**src/rtl/sdram_burst_arbiter.sv**
```systemverilog
// -----------------------------------------------------------------------------
// sdram_burst_arbiter
//
// Purpose:
//   Shares one Avalon-MM burst master port (HPS FPGA-to-SDRAM) between two
//   bidirectional requesters: port A (frame writer/reader) and port B (HDR
//   merge reader/writer). Arbitration is round-robin per command. A write
//   burst holds the grant until its last beat. Read commands push a tag
//   {port, burstcount} into a small FIFO, and that FIFO steers the returning
//   read beats back to the requester that issued the read.
//
// Ports:
//   clk, reset_n                 clock, asynchronous active-low reset
//   a_* / b_*                    requester slave interfaces (address,
//                                burstcount, read, write, writedata,
//                                byteenable in; waitrequest, readdata,
//                                readdatavalid out)
//   m_*                          shared master interface towards the SDRAM
//   rd_outstanding               read bursts currently in flight
//   err_orphan                   sticky: read beat arrived with no tag queued
// -----------------------------------------------------------------------------
module sdram_burst_arbiter #(
    parameter int WIDTH_ADDR   = 29,
    parameter int WIDTH_DATA   = 64,
    parameter int WIDTH_BE     = 8,
    parameter int MAX_RD_OUTST = 4
) (
    input  logic                              clk,
    input  logic                              reset_n,

    input  logic [WIDTH_ADDR-1:0]             a_address,
    input  logic [7:0]                        a_burstcount,
    input  logic                              a_read,
    input  logic                              a_write,
    input  logic [WIDTH_DATA-1:0]             a_writedata,
    input  logic [WIDTH_BE-1:0]               a_byteenable,
    output logic                              a_waitrequest,
    output logic [WIDTH_DATA-1:0]             a_readdata,
    output logic                              a_readdatavalid,

    input  logic [WIDTH_ADDR-1:0]             b_address,
    input  logic [7:0]                        b_burstcount,
    input  logic                              b_read,
    input  logic                              b_write,
    input  logic [WIDTH_DATA-1:0]             b_writedata,
    input  logic [WIDTH_BE-1:0]               b_byteenable,
    output logic                              b_waitrequest,
    output logic [WIDTH_DATA-1:0]             b_readdata,
    output logic                              b_readdatavalid,

    output logic [WIDTH_ADDR-1:0]             m_address,
    output logic [7:0]                        m_burstcount,
    output logic                              m_read,
    output logic                              m_write,
    output logic [WIDTH_DATA-1:0]             m_writedata,
    output logic [WIDTH_BE-1:0]               m_byteenable,
    input  logic                              m_waitrequest,
    input  logic [WIDTH_DATA-1:0]             m_readdata,
    input  logic                              m_readdatavalid,

    output logic [$clog2(MAX_RD_OUTST):0]     rd_outstanding,
    output logic                              err_orphan
);

    localparam int PW = (MAX_RD_OUTST > 1) ? $clog2(MAX_RD_OUTST) : 1;
    localparam int CW = $clog2(MAX_RD_OUTST) + 1;

    localparam logic P_A = 1'b0;
    localparam logic P_B = 1'b1;

    typedef enum logic [1:0] {
        S_IDLE     = 2'd0,
        S_LOCK     = 2'd1,
        S_WR_BURST = 2'd2
    } state_t;

    state_t            r_state, w_state_next;
    logic              r_last_grant, w_last_grant_next;
    logic              r_owner, w_owner_next;
    logic [7:0]        r_wr_left, w_wr_left_next;

    // tag FIFO
    logic              r_tag_port [MAX_RD_OUTST];
    logic [7:0]        r_tag_bc   [MAX_RD_OUTST];
    logic [PW-1:0]     r_wr_ptr;
    logic [PW-1:0]     r_rd_ptr;
    logic [CW-1:0]     r_cnt;
    logic [7:0]        r_rd_left;
    logic              r_err_orphan;

    logic              w_fifo_full;
    logic              w_fifo_empty;
    logic              w_req_a, w_req_b;
    logic              w_drive;
    logic              w_sel;
    logic              w_push;
    logic              w_pop;
    logic [7:0]        w_push_bc;

    logic [WIDTH_ADDR-1:0] w_s_addr;
    logic [7:0]            w_s_bc;
    logic [7:0]            w_s_bc_eff;
    logic                  w_s_read;
    logic                  w_s_write;
    logic [WIDTH_DATA-1:0] w_s_wdata;
    logic [WIDTH_BE-1:0]   w_s_be;

    logic              w_head_port;
    logic [7:0]        w_head_bc;
    logic [7:0]        w_rd_rem;
    logic              w_rv;

    // fifo_full comes from the registered count, so a pop in the same cycle
    // never opens room for a push until the following cycle.
    assign w_fifo_full  = (r_cnt == CW'(MAX_RD_OUTST));
    assign w_fifo_empty = (r_cnt == '0);

    assign w_req_a = a_write | (a_read & ~w_fifo_full);
    assign w_req_b = b_write | (b_read & ~w_fifo_full);

    // -------------------------------------------------------------------------
    // Grant selection, master mux, FSM next state
    // -------------------------------------------------------------------------
    always_comb begin
        w_state_next      = r_state;
        w_last_grant_next = r_last_grant;
        w_owner_next      = r_owner;
        w_wr_left_next    = r_wr_left;
        w_drive           = 1'b0;
        w_sel             = r_owner;
        w_push            = 1'b0;
        w_push_bc         = 8'd0;
        m_address         = '0;
        m_burstcount      = '0;
        m_read            = 1'b0;
        m_write           = 1'b0;
        m_writedata       = '0;
        m_byteenable      = '0;
        a_waitrequest     = 1'b1;
        b_waitrequest     = 1'b1;

        case (r_state)
            S_IDLE: begin
                w_drive = w_req_a | w_req_b;
                if (w_req_a && w_req_b) begin
                    w_sel = ~r_last_grant;
                end else if (w_req_a) begin
                    w_sel = P_A;
                end else begin
                    w_sel = P_B;
                end
            end
            S_LOCK, S_WR_BURST: begin
                w_drive = 1'b1;
                w_sel   = r_owner;
            end
            default: begin
                w_drive = 1'b0;
            end
        endcase

        // Outputs stay at their idle values for as long as reset is held.
        w_drive = w_drive & reset_n;

        w_s_addr   = (w_sel == P_B) ? b_address    : a_address;
        w_s_bc     = (w_sel == P_B) ? b_burstcount : a_burstcount;
        w_s_read   = (w_sel == P_B) ? b_read       : a_read;
        w_s_write  = (w_sel == P_B) ? b_write      : a_write;
        w_s_wdata  = (w_sel == P_B) ? b_writedata  : a_writedata;
        w_s_be     = (w_sel == P_B) ? b_byteenable : a_byteenable;
        w_s_bc_eff = (w_s_bc == 8'd0) ? 8'd1 : w_s_bc;

        if (w_drive) begin
            m_address    = w_s_addr;
            m_burstcount = w_s_bc;
            m_writedata  = w_s_wdata;
            m_byteenable = w_s_be;
            m_write      = w_s_write;
            // write wins when both strobes are high; no reads inside a burst
            m_read       = w_s_read & ~w_s_write & (r_state != S_WR_BURST);
            if (w_sel == P_B) begin
                b_waitrequest = m_waitrequest;
            end else begin
                a_waitrequest = m_waitrequest;
            end
        end

        if (w_drive) begin
            case (r_state)
                S_IDLE, S_LOCK: begin
                    if ((m_read || m_write) && !m_waitrequest) begin
                        w_last_grant_next = w_sel;
                        if (m_read) begin
                            w_push       = 1'b1;
                            w_push_bc    = w_s_bc_eff;
                            w_state_next = S_IDLE;
                        end else if (w_s_bc_eff > 8'd1) begin
                            w_owner_next   = w_sel;
                            w_wr_left_next = w_s_bc_eff - 8'd1;
                            w_state_next   = S_WR_BURST;
                        end else begin
                            w_state_next = S_IDLE;
                        end
                    end else if (r_state == S_IDLE) begin
                        w_owner_next = w_sel;
                        w_state_next = S_LOCK;
                    end
                end
                S_WR_BURST: begin
                    if (m_write && !m_waitrequest) begin
                        w_wr_left_next = r_wr_left - 8'd1;
                        if (r_wr_left == 8'd1) begin
                            w_state_next = S_IDLE;
                        end
                    end
                end
                default: begin
                    w_state_next = S_IDLE;
                end
            endcase
        end
    end

    // -------------------------------------------------------------------------
    // Read return steering
    // -------------------------------------------------------------------------
    assign w_head_port = r_tag_port[r_rd_ptr];
    assign w_head_bc   = r_tag_bc[r_rd_ptr];
    // r_rd_left == 0 marks the first beat of the head burst
    assign w_rd_rem    = (r_rd_left == 8'd0) ? w_head_bc : r_rd_left;
    assign w_rv        = m_readdatavalid & ~w_fifo_empty & reset_n;
    assign w_pop       = w_rv & (w_rd_rem == 8'd1);

    assign a_readdata      = m_readdata;
    assign b_readdata      = m_readdata;
    assign a_readdatavalid = w_rv & (w_head_port == P_A);
    assign b_readdatavalid = w_rv & (w_head_port == P_B);
    assign rd_outstanding  = r_cnt;
    assign err_orphan      = r_err_orphan;

    // -------------------------------------------------------------------------
    // State registers
    // -------------------------------------------------------------------------
    always_ff @(posedge clk or negedge reset_n) begin
        if (!reset_n) begin
            r_state      <= S_IDLE;
            r_last_grant <= P_B;
            r_owner      <= P_A;
            r_wr_left    <= 8'd0;
            r_wr_ptr     <= '0;
            r_rd_ptr     <= '0;
            r_cnt        <= '0;
            r_rd_left    <= 8'd0;
            r_err_orphan <= 1'b0;
        end else begin
            r_state      <= w_state_next;
            r_last_grant <= w_last_grant_next;
            r_owner      <= w_owner_next;
            r_wr_left    <= w_wr_left_next;

            if (w_push) begin
                r_wr_ptr <= r_wr_ptr + PW'(1);
            end
            if (w_pop) begin
                r_rd_ptr <= r_rd_ptr + PW'(1);
            end
            case ({w_push, w_pop})
                2'b10:   r_cnt <= r_cnt + CW'(1);
                2'b01:   r_cnt <= r_cnt - CW'(1);
                default: r_cnt <= r_cnt;
            endcase

            if (w_rv) begin
                r_rd_left <= w_pop ? 8'd0 : (w_rd_rem - 8'd1);
            end

            if (m_readdatavalid && w_fifo_empty) begin
                r_err_orphan <= 1'b1;
            end
        end
    end

    // Tag storage needs no reset: an entry is only read once it was pushed.
    generate
        for (genvar gi = 0; gi < MAX_RD_OUTST; gi++) begin : g_tag
            always_ff @(posedge clk) begin
                if (w_push && (r_wr_ptr == PW'(gi))) begin
                    r_tag_port[gi] <= w_sel;
                    r_tag_bc[gi]   <= w_push_bc;
                end
            end
        end
    endgenerate

endmodule

```
**config.mk**
```make
export PLATFORM = sky130hd
export DESIGN_NAME = sdram_burst_arbiter
export DESIGN_NICKNAME = d
export VERILOG_FILES = /design/src/rtl/sdram_burst_arbiter.sv
export SDC_FILE = /design/constraint.sdc
export NUM_CORES = 1
export LEC_CHECK = 0
export ABC_CLOCK_PERIOD_IN_PS = 9700
export CORE_AREA = 2 2 211 213
export DETAILED_ROUTE_END_ITERATION = 16
export DIE_AREA = 0 0 213 215
export PLACE_DENSITY = 0.54
export SLEW_MARGIN = 15
export SYNTH_ARGS = -nofsm -noshare
export SYNTH_HDL_FRONTEND = slang
export SYNTH_SLANG_ARGS = --single-unit
```
**constraint.sdc**
```tcl
create_clock -name clk -period 9.7 [get_ports clk]
set_input_delay 1.94 -clock clk [delete_from_list [all_inputs] [get_ports clk]]
set_output_delay 1.94 -clock clk [all_outputs]
set_load 0.05 [all_outputs]
```
* Word level (Yosys, flattened, before mapping)
Memories as Yosys holds them, arrays and structs flattened. Cells that the tools add are included.
Storage, ports and cells: bits of input ports 290, bits in writable memories 36, output and inout bits 247, bits in registers 28, word-level logic and storage cells 160, memories kept 2
Cells by class: equal/unequal tests 19, magnitude comparators 1, reductions and logical operators 30, muxes and demuxes 74, bitwise gates (word level) 18, add/sub/neg operators 7
Memory list:
- r_tag_bc | words 4, width 8, read ports 1, clocked after Yosys merged registers in 0, wr ports 1, line 84 | logic [7:0] r_tag_bc [MAX_RD_OUTST];
- r_tag_port | words 4, width 1, read ports 1, clocked after Yosys merged registers in 0, wr ports 1, line 83 | logic r_tag_port [MAX_RD_OUTST];
Operators by type and width (count):
- 2-to-1 mux 8 bit | 18
- 2-to-1 mux 64 bit | 2
- 2-to-1 mux 29 bit | 2
- 2-to-1 mux 1 bit | 36
- 2-to-1 mux 2 bit | 12
- OR reduction 8 bit | 3
- subtractor 8 x 1 -> 8 bit (second input constant) | 3
- == test 8 x 1 -> 1 bit (second input constant) | 2
- logical NOT 8 bit | 2
- one-hot mux 8 bit (2 select lines) | 1
- inequality test 2 bit (second input constant) | 7
- bitwise AND 1 bit | 10
- == test 2 bit (second input constant) | 4
- > comparator 8 x 1 -> 1 bit (second input constant) | 1
- logical AND 1 bit | 8
- == test 2 x 1 -> 1 bit (second input constant) | 3
- one-hot mux 3 bit (2 select lines) | 1
- AND reduction 6 bit | 1
- nonzero test 2 bit | 3
- NOT 1 bit | 5
- AND reduction 5 bit | 1
- adder 2 x 1 -> 2 bit (second input constant) | 2
- logical NOT 2 bit | 2
- one-hot mux 2 bit (2 select lines) | 1
- 14 further kinds | 19

* Logic depth before layout (Yosys ltp)
depth after elaboration 24, mapped depth 20

* Worst setup path after synthesis
OpenSTA, ideal clock, no wires.
path kind input port to output port, start input b_write, end output m_address[20], required time 7.760 ns, setup slack 3.577 ns, arrival time 4.183 ns, cell stages on the path 9, cells stage by stage nor4b_4 > or3_1 > a21o_1 > buf_6 > inv_4 > clkbuf_1 > clkbuf_1 > nand2_1 > a21oi_1
Between the ends: word-level cells in the longest chain between the ends 6
RTL lines:
- start: declaration | line 44 | input logic b_write,
- bitwise OR 1 bit | line 119 | assign w_req_b = b_write | (b_read & ~w_fifo_full);
- logical AND 1 bit | line 145 | if (w_req_a && w_req_b) begin
- 2-to-1 mux 1 bit | line 145
- 2-to-1 mux 1 bit | line 142 | case (r_state)
- named net w_sel | line 95 | logic w_sel;
- 2-to-1 mux 29 bit | line 165 | w_s_addr = (w_sel == P_B) ? b_address : a_address;
- 2-to-1 mux 29 bit | line 173 | if (w_drive) begin
- end: declaration | line 51 | output logic [WIDTH_ADDR-1:0] m_address,
The timed path passes the listed nets, and every way through them passes these cells.

* Worst setup path in the final report
start input b_write, end output m_address[15]
Between the ends: word-level cells in the longest chain between the ends 6
RTL lines (line):
- bitwise OR 1 bit (*) | 119
- logical AND 1 bit | 145
- 2-to-1 mux 1 bit | 145
- 2-to-1 mux 1 bit | 142
- 2-to-1 mux 29 bit | 165
- 2-to-1 mux 29 bit (*) | 173
Every way passes the cells marked *; elsewhere a longest branch is shown, timed or not.

==> impl_results.html <==
<table>
<tr><th>Metric</th><th>Value</th></tr>
<tr><th colspan="2">Clock tree</th></tr>
<tr><td>Post-CTS Hold Buffers</td><td>0</td></tr>
<tr><td>Count of cells resized by post-cts repair</td><td>0</td></tr>
<tr><td>Sinks on the clock net</td><td>64</td></tr>
<tr><td>Setup Fix Bufs, Post-CTS</td><td>0</td></tr>
<tr><td>Clock Root Buffer</td><td>sky130_fd_sc_hd__clkbuf_16</td></tr>
<tr><td>CTS tree</td><td>yes</td></tr>
<tr><td>Clock-pin slew reported for the worst setup and hold paths after clock tree synthesis</td><td>0.05 ns</td></tr>
<tr><td>Number of buffers between clock root and the deepest sink</td><td>2</td></tr>
<tr><td>Insertion delay to the later sink of the worst-skew pair</td><td>0.33 ns</td></tr>
<tr><td>Level count of the clock H-tree</td><td>3</td></tr>
<tr><td>Cts bufs inserted</td><td>9</td></tr>
<tr><th colspan="2">Synth</th></tr>
<tr><td>Compound-gate portion of the synthesized area</td><td>0.167</td></tr>
<tr><td>Nets in the synthesized netlist</td><td>roughly 1100</td></tr>
<tr><td>Top FF cell, synth</td><td>sky130_fd_sc_hd__edfxtp_1</td></tr>
<tr><td>Asr flop ratio synth</td><td>0.438</td></tr>
<tr><td>Xor and xnor area share after synthesis</td><td>0.0197</td></tr>
<tr><td>Number of distinct library cell variants in the gate-level netlist after synthesis</td><td>65</td></tr>
<tr><td>Netlist area before placement</td><td>between 6000 and 7000 µm²</td></tr>
<tr><td>Area share of the largest cell type after synthesis</td><td>0.174</td></tr>
<tr><td>Cell types occupying the most area after synthesis</td><td>sky130_fd_sc_hd__edfxtp_1 17%, sky130_fd_sc_hd__buf_4 16%, sky130_fd_sc_hd__nand2_1 15%</td></tr>
<tr><td>EDFF count, synth</td><td>36</td></tr>
<tr><td>Combinational family with the most area after synthesis</td><td>simple AND/OR/NAND/NOR gates</td></tr>
<tr><td>Average cell area after synthesis</td><td>7.49 µm²</td></tr>
<tr><td>Share of synthesized area occupied by flip-flops and latches</td><td>0.287</td></tr>
<tr><td>Adder-cell area share of the yosys netlist</td><td>0.0334</td></tr>
<tr><td>Yosys warning total</td><td>0</td></tr>
<tr><td>Library cell with the largest summed area after synthesis</td><td>sky130_fd_sc_hd__edfxtp_1</td></tr>
<tr><td>Post-synthesis simple-gate area fraction</td><td>0.235</td></tr>
<tr><td>Number of instances in the synthesized netlist</td><td>830</td></tr>
<tr><td>Flip-flop and latch count after synthesis</td><td>64</td></tr>
<tr><td>Multiplexer share of the synthesized area</td><td>0.0579</td></tr>
<tr><th colspan="2">Detailed routing</th></tr>
<tr><td>Drt wl/cell</td><td>20.3 µm</td></tr>
<tr><td>DRC</td><td>0</td></tr>
<tr><td>Length of routed met2 wiring</td><td>15300 µm</td></tr>
<tr><td>Violation count after the first detailed-routing iteration</td><td>513</td></tr>
<tr><td>Met3 Routed Length</td><td>3330 µm</td></tr>
<tr><td>Met1 wire length</td><td>13600 µm</td></tr>
<tr><td>Wire length reported by the detailed router</td><td>32800 µm</td></tr>
<tr><td>Number of optimization iterations in the first detailed-route pass</td><td>5</td></tr>
<tr><td>Via count normalized by instance count</td><td>4.02</td></tr>
<tr><td>Number of antenna-violating nets in the routed design</td><td>0</td></tr>
<tr><td>Uppermost layer routed</td><td>met4</td></tr>
<tr><td>Vias</td><td>6494</td></tr>
<tr><th colspan="2">Cells and area</th></tr>
<tr><td>Share of cells above drive strength 1</td><td>0.0461</td></tr>
<tr><td>Total non-filler cell area in the finished layout</td><td>between 9000 and 10000 µm²</td></tr>
<tr><td>Layout Cells excl Fill</td><td>1614</td></tr>
<tr><td>Layout-stage area growth over the synthesis result</td><td>55.0%</td></tr>
<tr><td>Final nets</td><td>1321</td></tr>
<tr><th colspan="2">Setup path</th></tr>
<tr><td>Largest delay contributor family on the critical path</td><td>buffers and inverters</td></tr>
<tr><td>Critical path's largest stage delay</td><td>approximately 0.94 ns</td></tr>
<tr><td>Nature of the critical path endpoint</td><td>output port</td></tr>
<tr><td>Data arrival time of the critical path</td><td>5.78 ns</td></tr>
<tr><td>Number of buffers and inverters on the critical path</td><td>4</td></tr>
<tr><td>Critical path's slowest cell</td><td>sky130_fd_sc_hd__clkdlybuf4s50_1</td></tr>
<tr><td>Critical path cell sequence</td><td>clkdlybuf4s50_1 &gt; nor4b_4 &gt; or3_1 &gt; a21o_4 &gt; inv_4 &gt; buf_12 &gt; nand2_1 &gt; a21oi_1 &gt; clkdlybuf4s50_1</td></tr>
<tr><td>CP startpoint kind</td><td>input pin</td></tr>
<tr><td>WS Path Type</td><td>in2out</td></tr>
<tr><td>Required arrival time at the worst endpoint</td><td>7.76 ns</td></tr>
<tr><td>Most used cell along the critical path</td><td>sky130_fd_sc_hd__clkdlybuf4s50_1</td></tr>
<tr><td>Largest fanout on the critical path</td><td>between 90 and 100</td></tr>
<tr><th colspan="2">Place</th></tr>
<tr><td>DP HPWL</td><td>27600 µm</td></tr>
<tr><td>Post-Place Cells</td><td>1596</td></tr>
<tr><td>Cell area reported after detailed placement</td><td>between 9000 and 10000 µm²</td></tr>
<tr><td>Number of input and output port buffers inserted</td><td>about 340</td></tr>
<tr><td>Weighted congestion reported at the end of routability-driven placement</td><td>around 0.9</td></tr>
<tr><th colspan="2">GRT</th></tr>
<tr><td>First-pass GRT wire length</td><td>roughly 45000 µm</td></tr>
<tr><td>Total global routing overflow</td><td>0</td></tr>
<tr><td>Pin count of the biggest net entering global routing</td><td>119</td></tr>
<tr><td>All-layer global routing usage</td><td>0.137</td></tr>
<tr><td>Initial antenna violation count</td><td>4</td></tr>
<tr><td>Vias in the first global route</td><td>6226</td></tr>
<tr><th colspan="2">Floorplan</th></tr>
<tr><td>Starting density of the core</td><td>0.142</td></tr>
<tr><td>Horiz. Die Dim</td><td>213 µm</td></tr>
<tr><td>Die span in y</td><td>215 µm</td></tr>
<tr><td>Number of cell rows</td><td>just under 80</td></tr>
<tr><td>Placeable core region</td><td>43600 µm²</td></tr>
<tr><td>Number of I/O pins</td><td>537</td></tr>
<tr><td>DIE AREA</td><td>45800 µm²</td></tr>
<tr><th colspan="2">Pwr</th></tr>
<tr><td>Static Leakage</td><td>3.55 nW</td></tr>
<tr><td>Worst VDD drop</td><td>between 0.4 and 0.5 mV</td></tr>
<tr><td>Total power density per cell area</td><td>353 nW/µm²</td></tr>
<tr><th colspan="2">Timing</th></tr>
<tr><td>Fmax</td><td>between 0.1 and 0.15 GHz</td></tr>
<tr><td>Final clock period utilization by the worst path</td><td>0.796</td></tr>
<tr><td>Minimum hold slack</td><td>0.479 ns</td></tr>
<tr><td>Hold Vio Cnt, Final</td><td>0</td></tr>
<tr><td>Post-Route Skew</td><td>0.00724 ns</td></tr>
<tr><td>Setup repair after global routing missed its margin</td><td>no</td></tr>
<tr><td>Worst slew margin relative to its limit</td><td>0.475</td></tr>
<tr><td>Final TNS setup</td><td>0 ns</td></tr>
<tr><td>Transition time at the pin with the least slew margin</td><td>0.788 ns</td></tr>
<tr><td>Max-slew violations</td><td>0</td></tr>
<tr><td>Final number of setup-violating endpoints</td><td>0</td></tr>
<tr><td>Minimum clock period</td><td>between 7 and 8 ns</td></tr>
<tr><th colspan="2">Worst hold path</th></tr>
<tr><td>Worst hold-check path type</td><td>reg2reg</td></tr>
<tr><th colspan="2">Run</th></tr>
<tr><td>Maxcap violations</td><td>0</td></tr>
<tr><th colspan="2">Outcome</th></tr>
<tr><td>Status</td><td>finished clean</td></tr>
</table>
## state kept, by name (all words and copies together), names as in the netlist
signal,count
r_tag_bc,32
r_rd_left,8
r_wr_left,8
r_tag_port,4
rd_outstanding,3
r_rd_ptr,2
r_state,2
r_wr_ptr,2
err_orphan,1
r_last_grant,1
r_owner,1
## through the flow
stage	setup slack, ns	total power, W	util
2_1_floorplan	3.58	0.00230	-
3_3_place_gp	1.79	0.00311	0.213
3_5_place_dp	1.79	0.00311	0.213
4_1_cts	1.77	0.00346	0.221
5_1_grt	1.70	0.00362	0.221
6_report	1.98	0.00341	0.221
## layout make-up
type                            count  area, µm²
Tap cell                          592        741
Antenna cell                        2       5.00
Sequential cell                    64       1780
Inverter                           21       81.3
Clock inverter                      4       32.5
Clock buffer                       12        289
Fill cell                        4823      34000
Multi-Input combinational cell    571       3200
Timing Repair Buffer              348       3510
## worst paths after layout
check	startpoint	to	slack, ns	cells after the start
max in group asynchronous	reset_n	r_last_grant	7.34	2
hold / removal	err_orphan	err_orphan	0.48	1
setup / recovery	b_write	m_address[15]	1.98	9
hold reg to reg	err_orphan	err_orphan	0.48	1
min in group asynchronous	reset_n	r_state[0]	2.02	2
setup reg to reg	r_state[0]	r_wr_left[3]	4.80	17
## report_power, final
part	switching [W]	leakage, nW	internal (W)	total (W)
Sequential	0.0000781	0.660	0.000355	0.000433
Combinational	0.00182	2.73	0.000823	0.00264
Clock	0.000122	0.151	0.000212	0.000334
## synth_stat cells, types with 2 or more instances
cell type	n
sky130_fd_sc_hd__a211o_1	5
sky130_fd_sc_hd__a211oi_1	4
sky130_fd_sc_hd__a21o_1	2
sky130_fd_sc_hd__a21oi_1	114
sky130_fd_sc_hd__a31o_2	2
sky130_fd_sc_hd__a31oi_1	4
sky130_fd_sc_hd__and2_1	8
sky130_fd_sc_hd__and3_1	2
sky130_fd_sc_hd__buf_1	4
sky130_fd_sc_hd__buf_2	3
sky130_fd_sc_hd__buf_4	129
sky130_fd_sc_hd__buf_6	3
sky130_fd_sc_hd__clkbuf_1	35
sky130_fd_sc_hd__dfrtp_1	27
sky130_fd_sc_hd__edfxtp_1	36
sky130_fd_sc_hd__ha_1	15
sky130_fd_sc_hd__inv_1	18
sky130_fd_sc_hd__mux2_2	4
sky130_fd_sc_hd__mux2i_1	12
sky130_fd_sc_hd__mux4_2	8
sky130_fd_sc_hd__nand2_1	244
sky130_fd_sc_hd__nand3_1	8
sky130_fd_sc_hd__nand4_1	3
sky130_fd_sc_hd__nor2_1	43
sky130_fd_sc_hd__nor3_1	13
sky130_fd_sc_hd__nor4_1	6
sky130_fd_sc_hd__o211ai_1	2
sky130_fd_sc_hd__o21ai_0	14
sky130_fd_sc_hd__o21ai_1	3
sky130_fd_sc_hd__o21bai_1	3
sky130_fd_sc_hd__o31ai_1	6
sky130_fd_sc_hd__or3_1	5
sky130_fd_sc_hd__xnor2_1	6
sky130_fd_sc_hd__xor2_1	8
## placed cells by master, fill, tap and decap left out, types with 5 or more instances in the layout
master and count:
sky130_fd_sc_hd__ha_1 15, sky130_fd_sc_hd__dfrtp_1 27, sky130_fd_sc_hd__edfxtp_1 36, sky130_fd_sc_hd__nand3_1 8, sky130_fd_sc_hd__a211o_1 5, sky130_fd_sc_hd__nand2_1 244, sky130_fd_sc_hd__nor3_1 13, sky130_fd_sc_hd__clkbuf_16 11
sky130_fd_sc_hd__a21oi_1 114, sky130_fd_sc_hd__or3_1 5, sky130_fd_sc_hd__xnor2_1 6, sky130_fd_sc_hd__o31ai_1 6, sky130_fd_sc_hd__and2_1 8, sky130_fd_sc_hd__mux4_2 8, sky130_fd_sc_hd__inv_1 18, sky130_fd_sc_hd__nor2_1 43
sky130_fd_sc_hd__nor4_1 6, sky130_fd_sc_hd__clkdlybuf4s50_1 344, sky130_fd_sc_hd__o21ai_0 14, sky130_fd_sc_hd__mux2i_1 12, sky130_fd_sc_hd__xor2_1 8
## routing by layer
layer / vias up / track usage
met1: 3019 / 0.170
met5: - / 0
met3: 21 / 0.0501
met2: 403 / 0.226
li1: 3051 / -
met4: 0 / 0.0301
## logic make-up after synthesis
| group | count (synthesis) |
|---|---|
| and+or+nand+nor | 344 |
| muxes | 25 |
| AOI/OAI and AO/OA | 172 |
| DFF | 64 |
| buffers and inverters | 195 |
| adders and majority gates | 16 |
| xor gates and xnor gates | 14 |
(Power assumes the default switching activity.)
==> patch, RTL diff (same settings) <==
Make the reset (`reset_n`) synchronous in one clocked block. Comments in the files are not updated.
--- a/src/rtl/sdram_burst_arbiter.sv
+++ b/src/rtl/sdram_burst_arbiter.sv
@@ -243,3 +243,3 @@
     // -------------------------------------------------------------------------
-    always_ff @(posedge clk or negedge reset_n) begin
+    always_ff @(posedge clk) begin
         if (!reset_n) begin
Formal check against the unedited RTL: differs if reset_n is asserted again (counterexample within 4 cycles, from zero or initial values and one cycle with reset_n low); with reset_n held inactive, the same outputs for 4 cycles.
==> patch against the original RTL <==
First-iteration DRC count decreased by 12%; cell area rose by 0.22%; routed wire length is 3.1% higher; clock skew about the same; count of clock-buffer cells in the layout decreased by 3; critical path depth up 1; synthesized area grew 0.62%; worst setup slack got worse by 180 ps; sequential cell count increased by 2; critical path type unchanged; largest cell class unchanged.
Power is not compared: it rests on default switching activity, and its combinational part moved more than twofold at a synthesized area within 25%.
==> patch: results <==
run_status:
  status: "finished, final reports clean"
layout:
  n_all_buffers: 350
  fin_cells: 1635
  clkCellAreaFrac_pct: 3.55
  seq_area_um2: 1680
  multi_input_comb_cells: 581
  fin_nets: 1341
  antenna_cells: 3
  drive_gt1_share_pct: 5.19
  multiInputGateArea_um2: 3300
  fillCellCount: 4802
  clock_buffers: 9
synthesis:
  synth.distinct_cells: 72
  synthTopCellsByArea: "edfxtp_1, buf_4, nand2_1"
  async_reset_ff_share_pct: 0
  syn-num-nets: 1158
  ys_seq_area_share_pct: 26.9
  syn_avg_cell_area_um2: 7.34
global_routing:
  grt_pass1_vias: 6633
  antenna_found_initial: 7
  grt_max_degree: 68
  grt_pass1_wl_mm: 47.2
detailed_routing:
  avgRoutedWirePerCell_um: 20.7
  firstDrtPassIters: 6
  drtIter0Drc: 454
  vias_per_cell: 4.04
critical_path:
  max_stage_delay_ps: 830
  critical_path.max_fanout: 67
  cp.arrival_ps: 5960
clock_tree:
  cts_sinks: 66
placed_design:
  hpwl_mm: 28.8
[patch: cell families after synthesis]
family          synth area share, %
simple gates                   24.1
flops                          26.9
mux                            6.60
compound gates                 17.0
fa+ha+maj                      3.32
buf+inv                        20.8
xor+xnor                       1.26
[patch: final timing paths]
check	startpoint	to	slack, ps	cells after the start
min	err_orphan$_SDFFE_PN0P_	err_orphan$_SDFFE_PN0P_	470	2
min reg2reg	err_orphan$_SDFFE_PN0P_	err_orphan$_SDFFE_PN0P_	470	2
max	b_write	m_writedata[33]	1800	10
max reg2reg	r_state[1]$_SDFFE_PN0P_	rd_outstanding[2]$_SDFFE_PN0P_	4310	14
[patch: metal layers]
metal / wire length [um] / share of wire, % / up-vias / track usage [%]
li1: - / - / 3140 / -
met1: 13100 / 39 / 3040 / 16.3
met2: 16500 / 49 / 375 / 24.3
met3: 3260 / 9.6 / 48 / 5.99
met4: 890 / 2.6 / 8 / 3.80
met5: 55 / 0.16 / - / 0
